$ cat src/rtl/dcache_controller.sv
// Direct-mapped, write-back, write-allocate data cache between the CPU load/store
// stage and a word-wide memory. Misses write back a dirty victim, then refill.
module dcache_controller #(
  parameter int ADDR_WIDTH      = 32,
  parameter int NUM_SETS        = 8,
  parameter int WORDS_PER_BLOCK = 4
) (
  input  logic                  clk,
  input  logic                  reset,
  input  logic [ADDR_WIDTH-1:0] cpu_addr,
  input  logic [31:0]           cpu_wdata,
  input  logic                  cpu_read,
  input  logic                  cpu_write,
  output logic [31:0]           cpu_rdata,
  output logic                  cpu_busywait,
  output logic [ADDR_WIDTH-1:0] mem_addr,
  output logic [31:0]           mem_wdata,
  output logic                  mem_read,
  output logic                  mem_write,
  input  logic [31:0]           mem_rdata,
  input  logic                  mem_busywait,
  output logic [1:0]            dbg_state_o
);

  localparam int OW = $clog2(WORDS_PER_BLOCK);
  localparam int IW = $clog2(NUM_SETS);
  localparam int TW = ADDR_WIDTH - IW - OW - 2;

  typedef enum logic [1:0] {
    IDLE      = 2'd0,
    WRITEBACK = 2'd1,
    ALLOCATE  = 2'd2
  } state_e;

  state_e              state_q;
  logic [NUM_SETS-1:0] valid_q;
  logic [NUM_SETS-1:0] dirty_q;
  logic [OW-1:0]       count_q;
  logic [TW-1:0]       miss_tag_q;
  logic [IW-1:0]       miss_idx_q;
  logic [TW-1:0]       tag_q  [NUM_SETS];
  logic [31:0]         data_q [NUM_SETS][WORDS_PER_BLOCK];

  logic [OW-1:0] req_off;
  logic [IW-1:0] req_idx;
  logic [TW-1:0] req_tag;
  logic          req;
  logic          hit;
  logic          idle_hit;
  logic          last_word;

  assign req_off   = cpu_addr[OW+1:2];
  assign req_idx   = cpu_addr[OW+2 +: IW];
  assign req_tag   = cpu_addr[ADDR_WIDTH-1 -: TW];
  assign req       = cpu_read | cpu_write;
  assign hit       = valid_q[req_idx] && (tag_q[req_idx] == req_tag);
  assign idle_hit  = (state_q == IDLE) && hit;
  assign last_word = (count_q == OW'(WORDS_PER_BLOCK - 1));

  assign cpu_busywait = req && !idle_hit;
  assign cpu_rdata    = (idle_hit && cpu_read) ? data_q[req_idx][req_off] : 32'h0;
  assign mem_read     = (state_q == ALLOCATE);
  assign mem_write    = (state_q == WRITEBACK);
  assign dbg_state_o  = state_q;

  // The miss index/tag are latched so a dropped or changed request cannot
  // redirect a block transfer that is already under way.
  always_comb begin
    mem_addr  = '0;
    mem_wdata = 32'h0;
    case (state_q)
      WRITEBACK: begin
        mem_addr  = {tag_q[miss_idx_q], miss_idx_q, count_q, 2'b00};
        mem_wdata = data_q[miss_idx_q][count_q];
      end
      ALLOCATE: mem_addr = {miss_tag_q, miss_idx_q, count_q, 2'b00};
      default: ;
    endcase
  end

  always_ff @(posedge clk or posedge reset) begin
    if (reset) begin
      state_q    <= IDLE;
      valid_q    <= '0;
      dirty_q    <= '0;
      count_q    <= '0;
      miss_tag_q <= '0;
      miss_idx_q <= '0;
    end else begin
      case (state_q)
        IDLE: begin
          count_q <= '0;
          if (req && !hit) begin
            miss_tag_q <= req_tag;
            miss_idx_q <= req_idx;
            state_q    <= (valid_q[req_idx] && dirty_q[req_idx]) ? WRITEBACK : ALLOCATE;
          end else if (cpu_write && hit) begin
            dirty_q[req_idx] <= 1'b1;
          end
        end
        WRITEBACK: begin
          if (!mem_busywait) begin
            if (last_word) begin
              count_q <= '0;
              state_q <= ALLOCATE;
            end else begin
              count_q <= count_q + 1'b1;
            end
          end
        end
        ALLOCATE: begin
          if (!mem_busywait) begin
            if (last_word) begin
              count_q             <= '0;
              valid_q[miss_idx_q] <= 1'b1;
              dirty_q[miss_idx_q] <= 1'b0;
              state_q             <= IDLE;
            end else begin
              count_q <= count_q + 1'b1;
            end
          end
        end
        default: state_q <= IDLE;
      endcase
    end
  end

  // Tag and data arrays carry no reset; valid_q alone decides whether they mean anything.
  always_ff @(posedge clk) begin
    if (idle_hit && cpu_write) begin
      data_q[req_idx][req_off] <= cpu_wdata;
    end
    if ((state_q == ALLOCATE) && !mem_busywait) begin
      data_q[miss_idx_q][count_q] <= mem_rdata;
      if (last_word) begin
        tag_q[miss_idx_q] <= miss_tag_q;
      end
    end
  end

endmodule

$ cat config.mk
export PLATFORM = sky130hd
export DESIGN_NAME = dcache_controller
export DESIGN_NICKNAME = d
export VERILOG_FILES = /design/src/rtl/dcache_controller.sv
export SDC_FILE = /design/constraint.sdc
export NUM_CORES = 2
export LEC_CHECK = 0
export ABC_CLOCK_PERIOD_IN_PS = 6880
export CAP_MARGIN = 15
export CORE_MARGIN = 4
export CORE_UTILIZATION = 40
export CTS_CLUSTER_DIAMETER = 50
export CTS_CLUSTER_SIZE = 12
export DETAILED_ROUTE_END_ITERATION = 10
export GPL_ROUTABILITY_DRIVEN = 0
export SYNTH_ARGS = -nofsm -noshare
export SYNTH_HDL_FRONTEND = slang
export SYNTH_SLANG_ARGS = --single-unit
$ cat constraint.sdc
create_clock -name clk -period 6.88 [get_ports clk]
set_input_delay 1.376 -clock clk [delete_from_list [all_inputs] [get_ports clk]]
set_output_delay 1.376 -clock clk [all_outputs]
set_load 0.02 [all_outputs]
# [Word-level counts from Yosys, hierarchy flattened]
# Memories as Yosys holds them, arrays and structs flattened.
# Index checks and enable logic that the tools add are counted.
# W data, S select, Z words.
[classes] magnitude_cmp=8 mul=0 muxes=46 n_addsub=1 reduce_logical=26 shift=0 eq_ne=12 bitwise_logic=8 div_mod_pow=0
[op_table] op="$mux W128" count=4
[op_table] op="$mux W32" count=8
[op_table] op="$bmux W32 S2" count=2
[op_table] op="$demux W32 S2" count=2
[op_table] op="$reduce_or A128 Y1" count=1
[op_table] op="$pmux W32 S2" count=1
[op_table] op="$mux W8" count=4
[op_table] op="$eq A25 B25 Y1" count=1
[op_table] op="$mux W2" count=8
[op_table] op="$or A8 B8 Y8" count=2
[op_table] op="$pmux W8 S2" count=1
[op_table] op="$logic_and A1 B1 Y1" count=13
[op_table] op="$reduce_and A5 Y1" count=2
[op_table] op="$mux W1" count=9
[op_table] op="$and A8 B8 Y8" count=1
[op_table] op="$lt A3 B4 Y1 const B" count=2
[op_table] op="$ne A2 B1 Y1 const B" count=4
[op_table] op="$ne A2 B2 Y1 const B" count=4
[op_table] op="$not A8 Y8" count=1
[op_table] op="$bmux W1 S3" count=2
[op_table] op="$demux W1 S3" count=2
[op_table] op="$ge A3 B1 Y1 const B" count=2
[op_table] op="$ge A3 B3 Y1 const B" count=2
[op_table] op="$lt A3 B1 Y1 const B" count=2
[op_table] op="15 further kinds" count=21
[word_totals] latchBits=0 ram_bits=1224 rom_bits=0 regBits=48 elab_cells=109 in_bits=101 memories=2
[mem_list] name="data_q" depth=8 word_bits=128 read_ports=2 rd_ports_with_merged_regs=0 write_ports=1 line_no="42" rtl="logic [31:0] data_q [NUM_SETS][WORDS_PER_BLOCK];"
[mem_list] name="tag_q" depth=8 word_bits=25 read_ports=2 rd_ports_with_merged_regs=0 write_ports=1 line_no="41" rtl="logic [TW-1:0] tag_q [NUM_SETS];"

# [Logic depth before layout (Yosys ltp)]
[logic_depth] ltp_word=9 depth_mapped=14

# [Worst setup path after synthesis]
# OpenSTA, ideal clock, no wires.
[synth_path] path_type="input port to flip-flop" from="in cpu_addr[4]" to="mem data_q[0][0] in the netlist's numbering (enable)" slack_ps=241 arrival_ps=6169 cell_stages=11 cell_sequence="buf_2 -> buf_4 -> buf_2 -> mux2i_1 -> a22oi_1 -> a21bo_2 -> nand4_1 -> or4_1 -> nor3_1 -> nand4_1 -> o31ai_1"
[synth_between] elab_chain_len=8
[synth_rtl] element="start: declaration" line_no="10" rtl="input logic [ADDR_WIDTH-1:0] cpu_addr,"
[synth_rtl] element="$mem_v2 Z8 W25 or $bmux W1 S3 (tied branches)"
[synth_rtl] element="$eq A25 B25 Y1 or $mux W1 (tied branches)" line_no="56" rtl="assign hit = valid_q[req_idx] && (tag_q[req_idx] == req_tag);"
[synth_rtl] element="$logic_and A1 B1 Y1" line_no="56"
[synth_rtl] element="$logic_and A1 B1 Y1" line_no="57" rtl="assign idle_hit = (state_q == IDLE) && hit;"
[synth_rtl] element="$logic_and A1 B1 Y1" line_no="130" rtl="if (idle_hit && cpu_write) begin"
[synth_rtl] element="$mux W1" line_no="130"
[synth_rtl] element="$mux W128 (not written as such)" line_no="131" rtl="data_q[req_idx][req_off] <= cpu_wdata;"
[synth_rtl] element="$mux W128 (no line)"
[synth_rtl] element="end: declaration" line_no="42"
# Parallel ways exist; a longest one is shown, timed or not. The select of a mux whose other input is x is not followed.

# [Worst setup path in the final report]
[layout_path] from="in cpu_addr[4]" to="out cpu_rdata[13]"
[layout_between] elab_chain_len=6
[layout_rtl] element="$mem_v2 Z8 W25 or $bmux W1 S3 (tied branches)"
[layout_rtl] element="$eq A25 B25 Y1 or $mux W1 (tied branches)" line_no="56"
[layout_rtl] element="$logic_and A1 B1 Y1" line_no="56"
[layout_rtl] element="$logic_and A1 B1 Y1" line_no="57"
[layout_rtl] element="$logic_and A1 B1 Y1" line_no="61" rtl="assign cpu_rdata = (idle_hit && cpu_read) ? data_q[req_idx][req_off] : 32'h0;"
[layout_rtl] element="$mux W32 *" line_no="61"
[layout_rtl] element="end: declaration" line_no="14" rtl="output logic [31:0] cpu_rdata,"
# Mark *: on every way between the ends. The rest lies on a longest branch, timed or not. The select of a mux whose other input is x is not followed.

==> results.md <==
- The post-route netlist has 18.59% of its cells at a drive strength greater than 1.
- The standard-cell row count is 138.
- The share of power burned in registers is 38.6%.
- The later pin in the worst-skew pair is clocked with a latency of 0.81 ns.
- The number of antenna violations at the first check in global routing is 4.
- The most critical setup path has its startpoint at cpu_addr[4].
- The power per cell area is roughly 380 nW/um^2.
- Across all layers, the routed design uses 42422 vias.
- TritonCTS built the clock tree.
- The worst min-delay path startpoint is valid_q[3]$_DFFE_PP0P_.
- The fraction of registers with async set/reset is 3.774%.
- The post-synthesis sequential element count is 1272.
- In this run the cell area of the synthesized design comes to 57100 sq um.
- Yosys mapped the design onto 67 distinct sky130hd cell types.
- In this run the critical register-to-register path is launched from tag_q[5][15]$_DFFE_PP_.
- After detailed routing, the average wire length per cell comes to 35.99 microns.
- The synthesized area per cell is 14.54 sq um.
- The hold violation total from the final report is 0.
- For this design the total switching power over the nets is around 9 mW.
- Traced cell by cell, the critical path runs through buf_4, mux4_2, mux2i_1, xnor2_1, or4b_1, or4b_1, nor4_4, buf_4, buf_6, and3_1, clkdlybuf4s50_1.
- The post-DP HPWL is 126.5 mm.
- In this run the static leakage power is 21.92 nW.
- 202 I/O pins were placed.
- The data arrival time of the worst path is 5.29 ns.
- The slowest stage of the critical path belongs to the cell clkdlybuf4s50_1.
- The max-cap violation count is 0.
- Following the worst setup path forward leads to its endpoint at cpu_rdata[13].
- In this run the number of cells on the critical path is 11.
- Sorting the synthesized cells by area gives the leading types as edfxtp_1 (64%), o22ai_1 (5.6%), mux4_2 (5.5%).
- Port buffering added between 150 and 200 buffers.
- The tree built by TritonCTS fans out to 1272 sinks.
- The core area is 141800 sq um.
- The routed design could run at a clock period as short as 6.663 ns.
- The register-to-register path setup slack is approximately 2.2 ns.
- The most common cell in the netlist is edfxtp_1.
- Once detail routing completed, the nets flagged for antenna violations numbered 0.
- The global routing usage summed across all routing layers is 29.04%.
- The logic gate share of total power is around a third.
- The layout-stage area growth over the synthesis result is 18.35%.
- The internal portion of the total power is 16.46 mW.
- The number of warnings issued by yosys is 0.
- No sink is reached through more buffers than the 3 on the longest clock path.
- The fmax is 0.1501 GHz.
- The violation count after the first detailed-route iteration is 6314.
- In this run the clock root is driven by a clkbuf_16.
- For this run, design rule violations remaining after detail routing come to 0.
- The required time of the worst setup path is 5.50 ns.
- The post-synthesis cell count is between 3000 and 4000.
- Power comes to 25.58 mW.
- At the pin with the least slew margin, the transition time is 1.154 ns.
- The clock transition time at the flip-flop clock pins of the worst setup and hold paths is 0.06 ns.
- The kind of cell adding the most delay to the critical path is simple AND/OR/NAND/NOR gates.
- The top fanout value on the critical path is 17.
- Among all flip-flop cells after synthesis, the most frequent one is edfxtp_1.
- The first global-routing pass estimated between 300 and 400 mm of wire.
- Of the total power, the clock network draws 29.2%.
- The type of element launching the critical path is an input port.
- The biggest area contributor in the post-synthesis netlist is edfxtp_1.
- The worst hold path class is register to register.
- The detailed-router iteration count before antenna repair is 8.
- The largest net degree at the start of global routing is 99.
- The number of enable-type register cells in the synthesized netlist is 1224.
- IR analysis of the VDD net gives a maximum drop of between 0.0003 and 0.0004 V.
- The relative max-transition margin is 22.87%.
- At the end of the flow the core is filled with cells to between 40% and 50%.
- The number of vias per cell after detailed routing is ~6.9.
- The TritonCTS buffer count is 142.
- The maximum level of the CTS H-tree is 4.
- Net switching is ~36% of the power.
- The total grt overflow is 0.
- By count the netlist is led by edfxtp_1 (1224), o22ai_1 (507), clkbuf_1 (226).
- The horizontal die dimension is 385.8 microns.
- STA classifies the critical path endpoint as an output pin.
- In this design, the stage delay of the slowest critical-path cell is just over 0.6 ns.
- The setup clock skew after layout is 0.04646 ns.
- The die covers 148900 sq um.
- The critical path is of the input port to output pin type.
- The effective utilization at floorplan is 40.28%.
- The max-slew violation count is 0.
- In this run the critical register-to-register path is captured at data_q[3][76]$_DFFE_PP_.
- The smallest hold slack is ~0.47 ns.
- The worst register-to-register path has a depth of 12.
- The worst path uses a little over nine tenths of the clock period.
- The wire length after detailed routing is roughly 220 mm.
- The worst path buffer plus inverter count is 4.
- Summing the sequential cell areas from Yosys gives 66.47% of the chip area.
- The flow ran to the end, and the final reports show no timing, DRC or antenna violations.
- Summed over its instances, the top area cell type makes up 64.37% of the synthesized netlist area.
- The vertical die dimension is 385.8 microns.
- The count of nets after finishing is 4277.
- Setup violations remaining at the end of the flow were counted as 0.
- The via count of the first global-routing pass is 40911.
- Setup repair after global routing left no endpoint under its margin.
[how the worst min path moves through the flow]
stage,end,slack [ns],cells after the start
final,valid_q[3]$_DFFE_PP0P_,0.47,1
after global routing,valid_q[3]$_DFFE_PP0P_,0.49,1
after CTS,valid_q[3]$_DFFE_PP0P_,0.47,1
after detailed placement,valid_q[5]$_DFFE_PP0P_,0.45,1
after global placement,valid_q[0]$_DFFE_PP0P_,0.44,1
after floorplan,valid_q[2]$_DFFE_PP0P_,0.43,1
[state kept, by name, summed over array words and instances, names as in the netlist]
signal       count
miss_idx_q       3
valid_q          8
tag_q          200
dbg_state_o      2
miss_tag_q      25
count_q          2
dirty_q          8
data_q        1024
[cell families after synthesis]
logic type	Yosys count	share of synthesized area (%)
fa+ha+maj	7	0.1534
xor+xnor	15	0.2301
mux	456	11.31
buf+inv	352	2.410
flops	1272	66.47
compound gates	1181	13.79
other cells	1	0.006567
simple gates	642	5.633
[power by group through the flow]
stage	clock network (mW)	registers, mW	logic [mW]
floorplan	0	9.74	4.73
CTS	7.52	9.86	8.01
global route	7.87	9.91	8.55
detailed placement	0	10.0	7.98
global placement	0	10.0	7.94
finish	7.48	9.87	8.23
[routing by layer]
| layer | wire [microns] | part of all wire, % | vias up | GRT usage (%) |
|---|---|---|---|---|
| met4 | 11610 | 5.3 | 4 | 13.66 |
| met5 | 27 | 0.012 | - | 0 |
| li1 | - | - | 16804 | - |
| met2 | 98740 | 45 | 3379 | 44.39 |
| met1 | 82320 | 37 | 21526 | 38.80 |
| met3 | 28320 | 13 | 709 | 7.556 |
[placed cells by master (no fill, tap or decap), drive strengths merged, types with 18 or more instances in the layout]
cell           count
mux2             123
buf              245
clkinv            34
o211ai            18
nand3             26
o221ai            21
nor2b             26
mux2i            194
edfxtp          1224
and2              27
a21oi            165
nor2             182
a221oi            93
a22oi            176
mux4             139
and3              37
inv               27
clkbuf           164
a22o              19
dfrtp             48
o22ai            507
o21ai             90
nand2            138
a221o             27
nand4             29
clkdlybuf4s50    185
nor4             127
[what timing repair did]
action | CTS | global route
gates cloned | 0 | 0
gates resized for setup | 1 | 2
buffers inserted | 1 | 0
pin swaps | 1 | 0
setup endpoints to repair | 6 | 26
hold buffers | 0 | 0
[worst reg2reg max path, stage by stage (launching register included)]
cell,delay (ns)
edfxtp_1,0.41
mux4_2,0.49
mux2i_1,0.17
xnor2_1,0.13
or4b_1,0.60
or4b_1,0.60
nor4_4,0.28
buf_4,0.20
buf_12,0.23
a22oi_1,0.13
buf_4,0.24
nor2_4,0.49
buf_4,0.37
[stage by stage]
| step | setup TNS, ns | std cells | cell area, sq um | setup slack, ns |
|---|---|---|---|---|
| after CTS | 0 | 6140 | 67570 | 0.01370 |
| after floorplan | 0 | 3927 | 57110 | 0.2405 |
| after global placement | -0.1301 | 5914 | 63080 | -0.07426 |
| after global routing | 0 | 6140 | 67580 | 0.09128 |
| final | 0 | 6142 | 67580 | 0.2175 |
| after detailed placement | -0.1173 | 5914 | 63080 | -0.05769 |
[final cells by class]
type | count | area, sq um
Clock inverter | 61 | 743.2
Multi-Input combinational cell | 2303 | 18240
Timing Repair Buffer | 431 | 4441
Sequential cell | 1272 | 37970
Fill cell | 12141 | 74180
Inverter | 19 | 76.32
Antenna cell | 2 | 5.005
Clock buffer | 164 | 3741
Tap cell | 1890 | 2365
(Power assumes the default switching activity.)
